### src/rtl/pipeline_pkg.sv
// Shared types for the ID/EX control stage: control bundle, ALU op codes, stall FSM states.
package pipeline_pkg;

  localparam logic [1:0] ADD    = 2'b00;
  localparam logic [1:0] SUB    = 2'b01;
  localparam logic [1:0] R_TYPE = 2'b10;

  typedef struct packed {
    logic [1:0] alu_op;
    logic       reg_dst;
    logic       branch;
    logic       mem_read;
    logic       mem_2_reg;
    logic       mem_write;
    logic       alu_src;
    logic       reg_write;
    logic       jump;
  } ctrl_bundle_t;

  typedef enum logic {RUN = 1'b0, STALL = 1'b1} stall_state_t;

  localparam ctrl_bundle_t BUBBLE = '0;

endpackage

### src/rtl/load_use_detect.sv
// Combinational load-use hazard detect: a valid load in EX whose rd feeds the ID instruction.
module load_use_detect (
  input  logic       ex_valid_i,
  input  logic       ex_mem_read_i,
  input  logic [4:0] ex_rd_i,
  input  logic [4:0] id_rs1_i,
  input  logic [4:0] id_rs2_i,
  input  logic       id_uses_rs2_i,
  output logic       haz_o
);

  // x0 is never a real producer, so a load to it cannot create a dependency
  assign haz_o = ex_valid_i & ex_mem_read_i & (ex_rd_i != 5'd0) &
                 ((ex_rd_i == id_rs1_i) | (id_uses_rs2_i & (ex_rd_i == id_rs2_i)));

endmodule

### src/rtl/id_ex_ctrl_stage.sv
// ID/EX control pipeline register with a counter-based load-use stall FSM.
// Define HAZ_STATS_EN to add the stall_count / flush_count statistics outputs.
module id_ex_ctrl_stage
  import pipeline_pkg::*;
#(
  parameter int unsigned STALL_CYCLES = 1
) (
  input  logic        clk,
  input  logic        arst_n,
  input  logic        enable,
  input  logic [1:0]  id_alu_op,
  input  logic        id_reg_dst,
  input  logic        id_branch,
  input  logic        id_mem_read,
  input  logic        id_mem_2_reg,
  input  logic        id_mem_write,
  input  logic        id_alu_src,
  input  logic        id_reg_write,
  input  logic        id_jump,
  input  logic        id_flush,
  input  logic [4:0]  id_rs1,
  input  logic [4:0]  id_rs2,
  input  logic [4:0]  id_rd,
  input  logic        id_uses_rs2,
  output logic [1:0]  ex_alu_op,
  output logic        ex_reg_dst,
  output logic        ex_branch,
  output logic        ex_mem_read,
  output logic        ex_mem_2_reg,
  output logic        ex_mem_write,
  output logic        ex_alu_src,
  output logic        ex_reg_write,
  output logic        ex_jump,
  output logic [4:0]  ex_rd,
  output logic        ex_valid,
`ifdef HAZ_STATS_EN
  output logic [31:0] stall_count,
  output logic [31:0] flush_count,
`endif
  output logic        stall_if_id
);

  localparam logic [1:0] CNT_INIT = 2'(STALL_CYCLES - 1);

  ctrl_bundle_t ctrl_q, ctrl_d, id_ctrl;
  logic [4:0]   rd_q, rd_d;
  logic         vld_q, vld_d;
  stall_state_t state_q, state_d;
  logic [1:0]   cnt_q, cnt_d;
  logic         haz;

  assign id_ctrl = '{alu_op: id_alu_op, reg_dst: id_reg_dst, branch: id_branch,
                     mem_read: id_mem_read, mem_2_reg: id_mem_2_reg,
                     mem_write: id_mem_write, alu_src: id_alu_src,
                     reg_write: id_reg_write, jump: id_jump};

  load_use_detect u_detect (
    .ex_valid_i    (vld_q),
    .ex_mem_read_i (ctrl_q.mem_read),
    .ex_rd_i       (rd_q),
    .id_rs1_i      (id_rs1),
    .id_rs2_i      (id_rs2),
    .id_uses_rs2_i (id_uses_rs2),
    .haz_o         (haz)
  );

  always_comb begin
    ctrl_d      = BUBBLE;
    rd_d        = 5'd0;
    vld_d       = 1'b0;
    state_d     = state_q;
    cnt_d       = cnt_q;
    stall_if_id = 1'b0;
    unique case (state_q)
      RUN: begin
        if (haz && !id_flush) begin
          stall_if_id = 1'b1;
          cnt_d       = CNT_INIT;
          state_d     = (CNT_INIT != 2'd0) ? STALL : RUN;
        end else if (!id_flush) begin
          ctrl_d = id_ctrl;
          rd_d   = id_rd;
          vld_d  = 1'b1;
        end
      end
      STALL: begin
        if (id_flush) begin
          cnt_d   = 2'd0;
          state_d = RUN;
        end else begin
          stall_if_id = 1'b1;
          cnt_d       = cnt_q - 2'd1;
          if (cnt_q == 2'd1) state_d = RUN;
        end
      end
    endcase
    if (!arst_n) stall_if_id = 1'b0;
  end

  always_ff @(posedge clk) begin
    if (!arst_n) begin
      ctrl_q  <= BUBBLE;
      rd_q    <= 5'd0;
      vld_q   <= 1'b0;
      state_q <= RUN;
      cnt_q   <= 2'd0;
    end else if (enable) begin
      ctrl_q  <= ctrl_d;
      rd_q    <= rd_d;
      vld_q   <= vld_d;
      state_q <= state_d;
      cnt_q   <= cnt_d;
    end
  end

`ifdef HAZ_STATS_EN
  logic [31:0] stall_cnt_q, flush_cnt_q;

  always_ff @(posedge clk) begin
    if (!arst_n) begin
      stall_cnt_q <= 32'd0;
      flush_cnt_q <= 32'd0;
    end else if (enable) begin
      stall_cnt_q <= stall_cnt_q + {31'd0, stall_if_id};
      flush_cnt_q <= flush_cnt_q + {31'd0, id_flush};
    end
  end

  assign stall_count = stall_cnt_q;
  assign flush_count = flush_cnt_q;
`endif

  assign ex_alu_op    = ctrl_q.alu_op;
  assign ex_reg_dst   = ctrl_q.reg_dst;
  assign ex_branch    = ctrl_q.branch;
  assign ex_mem_read  = ctrl_q.mem_read;
  assign ex_mem_2_reg = ctrl_q.mem_2_reg;
  assign ex_mem_write = ctrl_q.mem_write;
  assign ex_alu_src   = ctrl_q.alu_src;
  assign ex_reg_write = ctrl_q.reg_write;
  assign ex_jump      = ctrl_q.jump;
  assign ex_rd        = rd_q;
  assign ex_valid     = vld_q;

endmodule

### config.mk
export PLATFORM = sky130hd
export DESIGN_NAME = id_ex_ctrl_stage
export DESIGN_NICKNAME = d
export VERILOG_FILES = /design/src/rtl/pipeline_pkg.sv /design/src/rtl/load_use_detect.sv /design/src/rtl/id_ex_ctrl_stage.sv
export SDC_FILE = /design/constraint.sdc
export NUM_CORES = 1
export LEC_CHECK = 0
export BUFFER_PORTS_ARGS = -buffer_cell sky130_fd_sc_hd__buf_2
export CAP_MARGIN = 10
export CELL_PAD_IN_SITES_DETAIL_PLACEMENT = 1
export CELL_PAD_IN_SITES_GLOBAL_PLACEMENT = 1
export CORE_ASPECT_RATIO = 1.4
export CORE_MARGIN = 4
export CORE_UTILIZATION = 36
export DETAILED_ROUTE_END_ITERATION = 6
export MAX_ROUTING_LAYER = met4
export PLACE_DENSITY_LB_ADDON = 0.1
export RECOVER_POWER = 100
export SLEW_MARGIN = 20
export SYNTH_ARGS = -nofsm -noshare
export SYNTH_HDL_FRONTEND = slang
export SYNTH_SLANG_ARGS = --single-unit
### constraint.sdc
create_clock -name clk -period 4.29 [get_ports clk]
set_clock_uncertainty 0.15 [all_clocks]
set_input_delay 0 -clock clk [delete_from_list [all_inputs] [get_ports clk]]
set_output_delay 0 -clock clk [all_outputs]
set_load 0.02 [all_outputs]
After elaboration in Yosys (flattened, before gate mapping):

Cells that the tools add are included.

* register bits: 19
* input bits: 30
* output and inout bits: 17
* logic and storage cells: 46

* add/subtract/negate cells: 1
* eq/ne operators: 4
* muxes and demuxes: 18
* bitwise logic cells: 6
* reductions and logical operators: 4

Operators with widths (number)
* $mux 10: 3
* $mux 5: 3
* $eq 5x5->1: 2
* $mux 1: 7
* $reduce_bool 5->1: 1
* $and 1x1->1: 4
* $mux 2: 2
* $pmux 1 s2: 2
* $pmux 2 s2: 1
* $eq 2x1->1 const B: 1
* $ne 2x2->1 const B: 1
* $reduce_and 2->1: 1
* $sub 2x1->2 const B: 1
* $logic_and 1x1->1: 1
* $logic_not 1->1: 1
* $not 1->1: 1
* $or 1x1->1: 1

Logic depth before layout (Yosys ltp):

Gate-level depths: netlist (run 1).

* depth after elaboration: 8
* gate-level depth with buffers: 5
* gate-level depth less buffers: 5

By module:

From an unflattened synthesis (run 1), not the netlist that was laid out.

* cell total of the unflattened synthesis: 103
* area, all modules: 945.9 µm²

Modules (own cells, without submodules)
* id_ex_ctrl_stage: instances 1, cells an instance 86, area an instance 812.0 µm², seq. area each 380.4 µm²
* load_use_detect: instances 1, cells an instance 17, area an instance 133.9 µm², seq. area each 0.0 µm²

Least setup slack after synthesis (run 1):

No wires, ideal clock.

* path kind: flip-flop to output port
* start: register rd_q[1], in the netlist ex_rd[1]
* end: output port stall_if_id
* arrival: 1.885 ns
* required time: 4.140 ns
* setup slack: 2.255 ns
* cell stages (with the launch flop): 5
* buffers on the path: 0
* path through: dfxtp_1 xnor2_1 nand4_1 o22a_1 o41ai_1

* longest elaborated chain between the ends: 8
* elaborated cells between the ends (all ways): 11
* classes of those cells: eq/ne (2); mux (3); bitwise (4); reduce/logical (2)

Ends and longest elaborated chain
* start: declaration: RTL line id_ex_ctrl_stage.sv:46 `logic [4:0] rd_q, rd_d;`
* start signal: assignment: RTL line id_ex_ctrl_stage.sv:109 `rd_q <= rd_d;`
* $eq 5x5->1: RTL line load_use_detect.sv:14 `((ex_rd_i == id_rs1_i) | (id_uses_rs2_i & (ex_rd_i == id_rs2_i)));`
* $and 1x1->1: RTL line load_use_detect.sv:14
* $or 1x1->1: RTL line load_use_detect.sv:14
* $and 1x1->1 (*): RTL line load_use_detect.sv:13 `assign haz_o = ex_valid_i & ex_mem_read_i & (ex_rd_i != 5'd0) &`
* $logic_and 1x1->1 (*): RTL line id_ex_ctrl_stage.sv:76 `if (haz && !id_flush) begin`
* $mux 1 (*): RTL line id_ex_ctrl_stage.sv:76
* $pmux 1 s2 (*): RTL line id_ex_ctrl_stage.sv:74 `unique case (state_q)`
* $mux 1 (*): RTL line id_ex_ctrl_stage.sv:97 `if (!arst_n) stall_if_id = 1'b0;`
* end: declaration: RTL line id_ex_ctrl_stage.sv:40 `output logic stall_if_id`

Every way passes the cells marked *; elsewhere a longest branch is shown, timed or not.

Worst setup path after layout (run 1):

* start: register rd_q[2], in the netlist ex_rd[2]
* end: output port stall_if_id

The elaborated chain is that of the path after synthesis.

==> results.json, run 1 <==
{
  "tightest_slew_ns": 1.444,
  "synthDistinctLibCells": 29,
  "grt_first_pass_wirelength_um": 4995,
  "synth_top_area_cell": "dfxtp_1",
  "hold_violations": 0,
  "synthTopCellsByCount": "19 x dfxtp_1, 16 x nor3b_1, 15 x a21o_1, 15 x a22o_1, 10 x xnor2_1",
  "wl_um": 3075,
  "cp-end-kind": "output port",
  "slew_viol_final": 0,
  "start_util_pct": 37.48,
  "fin_nets": 191,
  "htree_levels": 1,
  "whs_ns": 0.03403,
  "place.gp.congestion": 0.7132,
  "die_w_um": 54.26,
  "num_vias": 1057,
  "wire_per_inst_um": 15.69,
  "cts_resized": 0,
  "via_per_inst": 5.393,
  "dp_hpwl_um": 2234,
  "clkLatencyLatePin_ns": 0.25,
  "cp_slowest_cell": "o211ai_1",
  "cts_buffer_depth": 2,
  "synth_edf_count": 0,
  "largest_reg_flops": 5,
  "post-route-drc-count": 0,
  "syn_inst": 112,
  "setup-violations-final": 0,
  "period_needed_ns": 2.879,
  "ys_seq_elements": 19,
  "synth_most_common_cell": "dfxtp_1",
  "io_pins": 47,
  "crit_type": "flip-flop to output port",
  "arrival_ns": 2.73,
  "grt_pass1_vias": 1104,
  "synth_ff_type": "dfxtp_1",
  "power_density_nw_per_um2": 304.1,
  "p_leak_nw": 0.6329,
  "cts_tree": "yes",
  "row_count": 23,
  "ys_top_cells_by_area": "dfxtp_1 35%, a22o_1 12%, nor3b_1 11%",
  "path_buf_inv": 1,
  "antennaDiodeCount": 0,
  "synth_nets": 143,
  "slew_headroom_pct": 3.342,
  "yosysSeqAreaShare_pct": 35.27,
  "outcome": "finished clean",
  "max_freq_ghz": 0.3474,
  "grt_antenna_before_repair": 0,
  "overflow": 0,
  "grt_max_degree": 23,
  "io_buffer_count": 46,
  "ant_nets": 0,
  "finalSetupTns_ns": 0,
  "async_reset_ff_share_pct": 0,
  "track_usage_pct": 17.31,
  "critPathMaxFanout": 19,
  "cts_root_buf": "clkbuf_8",
  "die_height_um": 72.77,
  "crit_family": "compound AO/OA/AOI/OAI gates",
  "drtPass1Iterations": 2,
  "period_share_pct": 67.10,
  "ys_warn_count": 0,
  "rsz0062_at_grt": "no",
  "numCtsBuffers": 3,
  "critPathRequiredTime_ns": 4.14,
  "core_area_um2": 2878,
  "die_area_um2": 3948,
  "clock-sinks": 19,
  "hold_class": "input port to flip-flop",
  "postSynthAreaPerCell_um2": 9.630,
  "syn-cell-area_um2": 1079,
  "area_growth_pct": 25.52,
  "drtIter0Drc": 17,
  "drv_cap": 0,
  "synth_top_area_share_pct": 35.27,
  "vdd_ir_drop_max_uv": 172.4,
  "drive_gt1_share_pct": 21.38,
  "clkSlewWorstSetupHoldPaths_ns": 0.07,
  "crit_path_max_incr_delay_ns": 1.13,
  "cp-start-kind": "flip-flop",
  "worstPathCellList": "or4_2 -> o211ai_1 -> o41ai_1 -> clkbuf_1"
}
stage by stage:
stage | cell area, um^2 | setup WS [ns] | instances | power, mW | utilization [%]
floorplan | 1079 | 2.255 | 112 | 0.2609 | -
global placement | 1320 | 2.346 | 189 | 0.2932 | 45.87
detailed placement | 1320 | 2.329 | 189 | 0.2964 | 45.87
CTS | 1395 | 2.076 | 196 | 0.4234 | 48.48
global route | 1354 | 1.261 | 196 | 0.4335 | 47.04
finish | 1354 | 1.411 | 196 | 0.4117 | 47.04
cell usage in the layout, fill, tap and decap left out, drive strengths merged, types with 2 or more instances in the layout:
cell type,synthesis,routed
nor2,2,2
dfxtp,19,19
inv,3,3
a21o,15,15
xnor2,10,10
nor3b,16,16
dlygate4sd3,0,3
o21ai,3,3
a21oi,3,3
buf,2,29
clkbuf,4,21
nand3b,2,2
nand2,3,3
a22o,15,15
kinds of logic (layout without fill, tap and decap cells):
family / Yosys count / after routing / share of synthesized area [%]
fa+ha+maj: 1 / 1 / 1.160
buf+inv: 9 / 56 / 4.291
flops: 19 / 19 / 35.27
xor+xnor: 10 / 10 / 8.120
compound gates: 43 / 43 / 31.79
simple gates: 30 / 30 / 19.37
final timing paths:
| kind | slack (ns) | endpoint | from | cells after the start |
|---|---|---|---|---|
| worst min-delay path | 0.03 | ex_rd[1] | id_rd[1] | 3 |
| worst min register to register | 0.40 | ex_valid | ex_valid | 2 |
| worst max register to register | 1.51 | cnt_q[1] | ex_rd[2] | 4 |
| worst max-delay path | 1.41 | stall_if_id | ex_rd[2] | 4 |
layout make-up:
cell class / count / area [um^2]
fillers: 383 / 1524
multi-input cells: 84 / 631.9
flip-flops and latches: 19 / 380.4
repair buffers: 49 / 239.0
well taps: 37 / 46.29
clock buffers: 4 / 45.04
inverters: 3 / 11.26
tightest hold or removal path: cells and delay by family:
family                 cells  cell delay (ns)
buffers and inverters      1             0.09
AND/OR/NAND/NOR            1             0.14
AO/OA/AOI/OAI              1             0.17
metal layers:
layer  track usage, %  wire [um]  up-vias
met4            5.817         36        0
met1            19.37       1280      506
li1                 -          -      520
met5                -          0        -
met3            2.658        122        4
met2            30.23       1636       27
where the power goes:
group | switching (mW) | internal (mW) | total (mW)
Sequential | 0.0100 | 0.188 | 0.198
Clock | 0.0585 | 0.0660 | 0.124
Combinational | 0.0477 | 0.0413 | 0.0891
Total | 0.116 | 0.295 | 0.412
repair_timing:
action / 4_1_cts / 5_1_grt
hold buffers: 3 / 0
hold endpoints to repair: 3 / 0
buffers inserted: 0 / 0
(Power assumes the default switching activity.)
==> inputs of run 2 (changes only) <==
--- a/config.mk
+++ b/config.mk
@@ -5,13 +5,14 @@
 export SDC_FILE = /design/constraint.sdc
 export NUM_CORES = 1
 export LEC_CHECK = 0
+export ABC_AREA = 1
 export BUFFER_PORTS_ARGS = -buffer_cell sky130_fd_sc_hd__buf_2
 export CAP_MARGIN = 10
 export CELL_PAD_IN_SITES_DETAIL_PLACEMENT = 1
 export CELL_PAD_IN_SITES_GLOBAL_PLACEMENT = 1
 export CORE_ASPECT_RATIO = 1.4
 export CORE_MARGIN = 4
-export CORE_UTILIZATION = 36
+export CORE_UTILIZATION = 30
 export DETAILED_ROUTE_END_ITERATION = 6
 export MAX_ROUTING_LAYER = met4
 export PLACE_DENSITY_LB_ADDON = 0.1
==> constraint.sdc (replaced) <==
create_clock -name clk -period 2.7 [get_ports clk]
set_clock_uncertainty 0.15 [all_clocks]
set_input_delay 0 -clock clk [delete_from_list [all_inputs] [get_ports clk]]
set_output_delay 0 -clock clk [all_outputs]
set_load 0.02 [all_outputs]
==> run 2 against run 1 <==
- final area is 4.8% higher
- core utilization is 1.6 points lower
- critical endpoint is now cnt_q[0]
- via count is 7.2% higher
- worst setup slack worse by 1.0 ns
- register-to-register slack worse by 0.81 ns
- area after synthesis is 9.3% lower
==> results.json, run 2 <==
{
  "critPathRequiredTime_ns": 2.69,
  "synthDistinctLibCells": 23,
  "synthTopCellsByCount": "45 x nand2_1, 19 x dfxtp_1, 15 x inv_1",
  "async_reset_ff_share_pct": 0,
  "numPlacedInstances": 224,
  "postSynthAreaPerCell_um2": 6.890,
  "place.gp.congestion": 0.8272,
  "rsz0062_at_grt": "no",
  "setup-violations-final": 0,
  "yosysSeqAreaShare_pct": 38.87,
  "clkSlewWorstSetupHoldPaths_ns": 0.07,
  "dp_hpwl_um": 2304,
  "post-route-drc-count": 0,
  "ys_top_cells_by_area": "dfxtp_1 39%, nand2_1 17%, inv_1 5.8%",
  "period_share_pct": 86.22,
  "synth_top_area_share_pct": 38.87,
  "numCtsBuffers": 3,
  "grt_max_degree": 18,
  "ys_warn_count": 0,
  "synth_most_common_cell": "nand2_1",
  "tightest_slew_ns": 0.6214,
  "synth_top_area_cell": "dfxtp_1",
  "fillCellCount": 452,
  "cp_slowest_cell": "nor2_1",
  "overflow": 0,
  "grt_pass1_vias": 1188,
  "largest_reg_flops": 5,
  "drtPass1Iterations": 2,
  "crit_path_max_incr_delay_ns": 0.56,
  "vdd_ir_drop_max_uv": 381.2,
  "die_height_um": 75.57,
  "outcome": "finished clean",
  "die_area_um2": 4252,
  "syn-cell-area_um2": 978.4,
  "antennaDiodeCount": 0,
  "drtIter0Drc": 33,
  "p_leak_nw": 0.6661,
  "synth_nets": 173,
  "synth_ff_type": "dfxtp_1",
  "wl_um": 3150,
  "io_buffer_count": 46,
  "cts_root_buf": "clkbuf_8",
  "num_vias": 1133,
  "drv_cap": 0,
  "synth_edf_count": 0,
  "slew_headroom_pct": 58.42,
  "cts_resized": 0,
  "r2r-start": "ex_rd[4]",
  "die_w_um": 56.27,
  "grt_first_pass_wirelength_um": 5112,
  "critPathMaxFanout": 15,
  "drive_gt1_share_pct": 18.75,
  "crit_type": "input port to flip-flop",
  "slew_viol_final": 0,
  "row_count": 24,
  "arrival_ns": 2.32,
  "cts_tree": "yes",
  "crit_family": "buffers and inverters",
  "syn_inst": 142,
  "core_area_um2": 3123,
  "htree_levels": 1,
  "ant_nets": 0,
  "r2r_slack_ns": 0.70,
  "hold_class": "input port to flip-flop",
  "clock-sinks": 19,
  "fin_util_pct": 45.43,
  "grt_antenna_before_repair": 0,
  "track_usage_pct": 15.71,
  "power_density_nw_per_um2": 428.8,
  "seq_area_um2": 380.4,
  "cp-end-kind": "flip-flop",
  "wire_per_inst_um": 12.75,
  "worstPathCellList": "dlygate4sd3_1 -> buf_2 -> inv_1 -> nor2_1 -> nand3_1 -> nand2_1 -> a21oi_1 -> dlygate4sd3_1",
  "period_needed_ns": 2.328,
  "final_common_cell": "nand2_1",
  "finalSetupTns_ns": 0,
  "via_per_inst": 4.587,
  "multi_input_area_um2": 470.5,
  "min_from": "arst_n",
  "power_mw": 0.6083,
  "fin_nets": 240,
  "path_buf_inv": 4,
  "finalNonFillerCells": 247,
  "mostFrequentLayoutCells": "47 x nand2_1, 29 x buf_2, 19 x dfxtp_1, 19 x dlygate4sd3_1, 18 x clkbuf_1",
  "area_growth_pct": 45.01,
  "io_pins": 47,
  "cp-start-kind": "input port",
  "hold_violations": 0,
  "start_util_pct": 31.33,
  "cts_buffer_depth": 2,
  "startpoint": "enable",
  "max_freq_ghz": 0.4295,
  "clkLatencyLatePin_ns": 0.25,
  "ys_seq_elements": 19,
  "crit_top_cell": "dlygate4sd3_1"
}
run 2: changes by cell type in the layout (fill, tap and decap cells not counted), sizes merged, moves of 6 or more:
cell | previous run | this run
a21o | 15 | 0
a21oi | 3 | 9
a22o | 15 | 0
dlygate4sd3 | 3 | 19
inv | 3 | 18
nand2 | 3 | 47
nand3 | 1 | 12
nand4 | 1 | 7
nor2 | 2 | 10
nor3b | 16 | 0
xnor2 | 10 | 1
run 2: path summary, 6_finish.rpt:
check	to	cells past startpoint
hold / removal	ex_rd[1]	3
setup reg to reg	cnt_q[0]	10
hold reg to reg	ex_mem_2_reg	2
setup / recovery	cnt_q[0]	8
run 2: layout make-up:
| cell class | count | area share [%] |
|---|---|---|
| clock buffers | 4 | 3.175 |
| inverters | 20 | 5.291 |
| multi-input cells | 100 | 33.16 |
| flip-flops and latches | 19 | 26.81 |
| well taps | 39 | 3.439 |
| repair buffers | 65 | 28.13 |
run 2: where the power goes:
group	switching, mW	internal (mW)
Combinational	0.0621	0.0532
Sequential	0.00772	0.290
Clock	0.0909	0.105
Total	0.161	0.448
run 2: tightest hold or removal path, cell delays in order:
cell,delay [ns]
buf_2,0.20
nand2_1,0.10
o22ai_1,0.06
run 2: layer usage:
metal | up-vias | GRT usage (%) | routed length [um]
li1 | 590 | - | -
met1 | 517 | 16.65 | 1263
met2 | 24 | 30.04 | 1717
met3 | 2 | 2.034 | 142
met4 | 0 | 5.541 | 27
met5 | - | - | 0
run 2: cells by family (layout without fill, tap and decap cells):
family / Yosys count / in the layout / share of synthesized area (%)
flops: 19 / 19 / 38.87
compound gates: 21 / 21 / 14.32
simple gates: 77 / 77 / 35.68
xor+xnor: 1 / 1 / 0.8953
fa+ha+maj: 1 / 1 / 1.279
buf+inv: 23 / 89 / 8.951
run 2: per-stage QoR:
step / hold slack, ns / setup WS [ns] / area (um^2)
floorplan: -0.09883 / 1.166 / 978.4
global placement: 0.1167 / 1.168 / 1245
detailed placement: 0.1261 / 1.125 / 1245
CTS: 0.004859 / 0.5403 / 1480
global route: 0.04054 / 0.2895 / 1419
finish: 0.007725 / 0.3719 / 1419
run 2: what timing repair did:
item | CTS | global route
endpoints found under the setup margin | 0 | 0
hold buffers | 19 | 0
endpoints found under the hold margin | 17 | 0
setup buffers | 0 | 0
